`src/rtl/echo_request_deser.sv`:
```
// Packs WORDS inbound words into one message, holds it in a single-entry
// buffer and hands it downstream with ENA/RDY handshakes on both sides.
module echo_request_deser #(
  parameter int WORD_WIDTH  = 32,
  parameter int WORDS       = 3,
  parameter int COUNT_WIDTH = 16
) (
  input  logic                          CLK,
  input  logic                          nRST,
  input  logic                          in_enq__ENA,
  input  logic [WORD_WIDTH-1:0]         in_enq_v,
  output logic                          in_enq__RDY,
  output logic                          pipe_enq__ENA,
  output logic [WORD_WIDTH*WORDS-1:0]   pipe_enq_v,
  input  logic                          pipe_enq__RDY,
  output logic [COUNT_WIDTH-1:0]        msg_count
);

  localparam int MSG_WIDTH = WORD_WIDTH * WORDS;
  localparam int CNT_WIDTH = (WORDS > 1) ? $clog2(WORDS) : 1;
  localparam logic [CNT_WIDTH-1:0] LAST_IDX = CNT_WIDTH'(WORDS - 1);

  logic [CNT_WIDTH-1:0]   cnt_q, cnt_d;
  logic [MSG_WIDTH-1:0]   msg_buf_q, msg_buf_d;
  logic                   full_q, full_d;
  logic [COUNT_WIDTH-1:0] msg_count_q, msg_count_d;
  logic                   accept, deliver, complete;

  always_comb begin
    deliver     = full_q && pipe_enq__RDY;
    in_enq__RDY = !full_q || pipe_enq__RDY;
    accept      = in_enq__ENA && in_enq__RDY;
    complete    = 1'b0;
    cnt_d       = cnt_q;
    msg_buf_d   = msg_buf_q;
    msg_count_d = msg_count_q;

    // Word 0 of the next message may land while the held one is delivered;
    // downstream samples the pre-edge buffer, so the overwrite is safe.
    if (accept) begin
      msg_buf_d[int'(cnt_q) * WORD_WIDTH +: WORD_WIDTH] = in_enq_v;
      if (cnt_q == LAST_IDX) begin
        cnt_d    = '0;
        complete = 1'b1;
      end else begin
        cnt_d = cnt_q + 1'b1;
      end
    end

    full_d = (full_q && !deliver) || complete;

    if (deliver) begin
      msg_count_d = msg_count_q + 1'b1;
    end
  end

  always_ff @(posedge CLK or negedge nRST) begin
    if (!nRST) begin
      cnt_q       <= '0;
      msg_buf_q   <= '0;
      full_q      <= 1'b0;
      msg_count_q <= '0;
    end else begin
      cnt_q       <= cnt_d;
      msg_buf_q   <= msg_buf_d;
      full_q      <= full_d;
      msg_count_q <= msg_count_d;
    end
  end

  assign pipe_enq__ENA = deliver;
  assign pipe_enq_v    = msg_buf_q;
  assign msg_count     = msg_count_q;

endmodule
```
`config.mk`:
```
export PLATFORM = sky130hd
export DESIGN_NAME = echo_request_deser
export DESIGN_NICKNAME = d
export VERILOG_FILES = /design/src/rtl/echo_request_deser.sv
export SDC_FILE = /design/constraint.sdc
export NUM_CORES = 1
export LEC_CHECK = 0
export CORE_UTILIZATION = 42
export CTS_BUF_LIST = sky130_fd_sc_hd__clkbuf_16
export DETAILED_ROUTE_END_ITERATION = 16
export PLACE_DENSITY = 0.77
export SYNTH_ARGS = -nofsm -noshare
export SYNTH_HDL_FRONTEND = slang
export SYNTH_SLANG_ARGS = --single-unit
```
`constraint.sdc`:
```
create_clock -name CLK -period 1.7 [get_ports CLK]
set_input_delay 0.255 -clock CLK [delete_from_list [all_inputs] [get_ports CLK]]
set_output_delay 0.255 -clock CLK [all_outputs]
set_load 0.05 [all_outputs]
```
==> results summary <==
The critical register-to-register path endpoint is pipe_enq_v[55]. The startpoint identified for the worst register-to-register timing path is cnt_q[0]. The main flop type after synthesis is sky130_fd_sc_hd__dfrtp_1.

The initial antenna violation count is 0. The start-to-end type of the worst setup path is primary input to output pin. The CTS buffer count came out at 17.

The netlist area before placement is 4690 um2. The count of H-tree levels built during CTS came out at 4. From left edge to right edge, the die measures 108 um.

Buffers placed on the I/O ports in this run total 149. The routed length on met1 is 5200 um. Setup violations remaining at the end of the flow were counted as 0. The fraction of registers with async set or reset after synthesis is 100%.

The first-pass iteration count of the detailed router is 5. The area overhead of the layout relative to synthesis is 47.1%. The routed via count divided by cell count came out at 4.95. The number of enable-type register cells in the synthesized netlist is 0. Max-cap violations in this run came to 0. The number of placement rows is 38. The synthesized net count is 535.

The number of instances in the synthesized netlist came out at 493. The longest clock path from root to sink contains 2 buffers. The worst hold path belongs to the class primary input to asynchronous set/reset pin. The highest net fanout along the worst path is 5.

The tree is rooted in a sky130_fd_sc_hd__clkbuf_16. In this run, synthesis produced a sequential element count of 115. Wire segments on met3 add up to 872 um in the final route.

The required time of the worst setup path is 1440 ps. The number of nets in the finished design came out at 701. The number of cells on the worst reg-to-reg path is 6. TritonCTS built the clock tree. OpenSTA, run right after detailed placement, puts the worst setup slack at -84.5 ps. The final antenna-violating net count is 0. The total wire length after detailed routing is about 12000 um.

The leakage component of the power is 3.23 nW. The total power divided by cell area came out at ~2100 nW/um2. STA classifies the critical path startpoint as a primary input.

The mean instance size in the synthesized netlist came out at 9.51 um2. The worst-case IR drop observed on VDD is 1.27 mV. The worst setup path is captured at an output pin. The total overflow left after global routing is 0. Setup repair after global routing left no endpoint under its margin. The number of DRC violations after detailed-routing iteration 0 is 168. The number of placed I/O pins is 150.

The total global-route track usage is 21.8%. The highest metal layer carrying signal wires in the routed design is met4. The final worst-path cycle share is 94.0%. The register-to-register path setup slack is ~130 ps. The first global-routing pass estimated 19100 um of wire.

The number of distinct library cells after synthesis came out at 27. The sequential fraction of the synthesis area is 61.4%. The later-pin clock latency in the skew report came out at around 400 ps.

The pin count of the biggest net entering global routing is 49. The share of post-route cells with drive strength above 1 came out at 27.0%. The total power after layout came out at 14.8 mW. The starting density of the core is 43.2%. The detailed-placement wirelength estimate is 8560 um. The CTS sink count is 115. Setup total negative slack on the finished layout was measured at 0 ps. For the worst setup path, the data arrival time is 1340 ps. In the final routed layout, each cell accounts on average for 14.8 um.

In this run the standard cell core region covers 10800 um2. The die boundary height is 108 um. The number of global-route vias before repair is 3847. The routed design uses 5760 um of met2 wire. During synthesis, Yosys emitted a total of 0 warnings.

The count of endpoints failing hold in the final timing report came out at 0. In this run the tightest slew margin relative to its limit is 70.2%. The die covers 11600 um2. The max-slew violation count was 0. The worst path setup slack after routing is 102 ps. The weighted congestion reported at the end of routability-driven placement came out at 0.831. The antenna diode count is 0. The number of remaining DRC errors is 0. The clock transition at the register clock pins on the worst setup and hold paths after CTS is 50 ps. The number of vias after detailed routing is roughly 4k. Derived from the worst setup path, the maximum achievable clock frequency is 626 MHz.

The clock tree skew after final layout came out at 8.66 ps. For the pin with the worst max-slew slack, the measured transition is around 450 ps. The routed design could run at a clock period as short as approximately 1600 ps. The flow ran to the end, and the final reports show no timing, DRC or antenna violations.
critical path: stages:
cell,delay (ps)
sky130_fd_sc_hd__clkdlybuf4s50_1,510
sky130_fd_sc_hd__nand2b_1,270
sky130_fd_sc_hd__buf_4,180
sky130_fd_sc_hd__buf_12,130
flip-flops by register name, summed over array words and instances, names as in the netlist:
name / flops
pipe_enq_v: 96
full_q: 1
msg_count: 16
cnt_q: 2
Yosys cell counts, types with 2 or more instances:
master                     count  area (um2)
sky130_fd_sc_hd__a22o_1        3        26.3
sky130_fd_sc_hd__nand3_1       5        25.0
sky130_fd_sc_hd__nand2_1     200         751
sky130_fd_sc_hd__nor2_1        3        11.3
sky130_fd_sc_hd__clkbuf_1      6        22.5
sky130_fd_sc_hd__buf_2        19        95.1
sky130_fd_sc_hd__dfrtp_1     115        2880
sky130_fd_sc_hd__o21ai_1      93         465
sky130_fd_sc_hd__nand4_1       3        18.8
sky130_fd_sc_hd__inv_1         2        7.51
sky130_fd_sc_hd__nor3_1        3        15.0
sky130_fd_sc_hd__mux2_1        2        22.5
sky130_fd_sc_hd__nor3b_2       2        25.0
sky130_fd_sc_hd__xor2_1        4        35.0
sky130_fd_sc_hd__buf_1         4        15.0
sky130_fd_sc_hd__and4_1        3        26.3
sky130_fd_sc_hd__xnor2_1      11        96.3
sky130_fd_sc_hd__ha_1          6        75.1
layout by cell type (no fill, tap or decap), types with 2 or more instances in the layout:
master	netlist	layout
sky130_fd_sc_hd__clkinv_2	0	4
sky130_fd_sc_hd__xor2_1	4	4
sky130_fd_sc_hd__buf_4	1	132
sky130_fd_sc_hd__inv_2	1	2
sky130_fd_sc_hd__buf_6	0	3
sky130_fd_sc_hd__nor3b_4	0	2
sky130_fd_sc_hd__mux2_1	2	2
sky130_fd_sc_hd__dfrtp_1	115	115
sky130_fd_sc_hd__clkbuf_16	0	17
sky130_fd_sc_hd__o21ai_1	93	93
sky130_fd_sc_hd__nand3_2	1	3
sky130_fd_sc_hd__ha_4	0	2
sky130_fd_sc_hd__nand4_1	3	3
sky130_fd_sc_hd__ha_1	6	4
sky130_fd_sc_hd__and4_1	3	3
sky130_fd_sc_hd__inv_1	2	2
sky130_fd_sc_hd__clkinv_1	0	3
sky130_fd_sc_hd__nor3_1	3	3
sky130_fd_sc_hd__clkinvlp_4	0	2
sky130_fd_sc_hd__nor2_1	3	3
sky130_fd_sc_hd__clkdlybuf4s50_1	0	34
sky130_fd_sc_hd__buf_12	0	7
sky130_fd_sc_hd__nand2_1	200	200
sky130_fd_sc_hd__bufinv_16	0	4
sky130_fd_sc_hd__a22o_1	3	3
sky130_fd_sc_hd__xnor2_1	11	11
sky130_fd_sc_hd__nand3_1	5	3
through the flow:
stage | util [%] | hold WS (ps) | instance area, um2 | instances
after global routing | 63.6 | 371 | 6900 | 811
final | 63.6 | 337 | 6900 | 811
after global placement | 57.5 | 228 | 6230 | 777
after floorplan | - | -40.6 | 4690 | 493
after CTS | 63.1 | 348 | 6840 | 809
after detailed placement | 57.5 | 230 | 6230 | 777
report_power, final:
part / total [mW] / internal (mW) / switching [mW]
Combinational: 7.04 / 2.14 / 4.90
Clock: 3.58 / 2.41 / 1.17
Sequential: 4.15 / 3.60 / 0.554
Total: 14.8 / 8.14 / 6.62
metal layers:
layer,global-route usage (%),vias up
li1,-,1939
met1,27.7,1910
met2,35.3,148
met3,6.54,14
met4,8.12,0
met5,0,-
timing repair:
| item | in CTS | in global routing |
|---|---|---|
| endpoints found under the setup margin | 10 | 84 |
| hold buffers | 1 | 0 |
| gates resized for setup | 1 | 8 |
| endpoints found under the hold margin | 28 | 0 |
| setup buffers | 0 | 2 |
cell type report:
cell class	instances	area [um2]
Clock inverter	14	170
Clock buffer	17	425
Fill cell	887	3950
Tap cell	140	175
Inverter	3	11.3
Timing Repair Buffer	177	1520
Multi-Input combinational cell	345	1720
Sequential cell	115	2880
worst max path at each step:
| stage | slack, ps | cells past startpoint | to | from |
|---|---|---|---|---|
| final | 100 | 4 | in_enq__RDY | pipe_enq__RDY |
| after global routing | 2 | 6 | pipe_enq_v[55] | cnt_q[1] |
| after CTS | -20 | 5 | pipe_enq_v[55] | cnt_q[1] |
| after detailed placement | -80 | 5 | pipe_enq_v[55] | pipe_enq__RDY |
| after global placement | -80 | 5 | pipe_enq_v[55] | pipe_enq__RDY |
| after floorplan | 70 | 5 | msg_count[12] | msg_count[0] |
logic make-up after synthesis:
family	after synthesis	synth area share, %
DFF	115	61.4
AOI/OAI and AO/OA	96	10.5
buffers and inverters	33	3.23
and+or+nand+nor	225	19.8
adders and majority gates	6	1.60
muxes	3	0.721
xor gates and xnor gates	15	2.80
No activity file was read; power rests on OpenSTA's default activity.
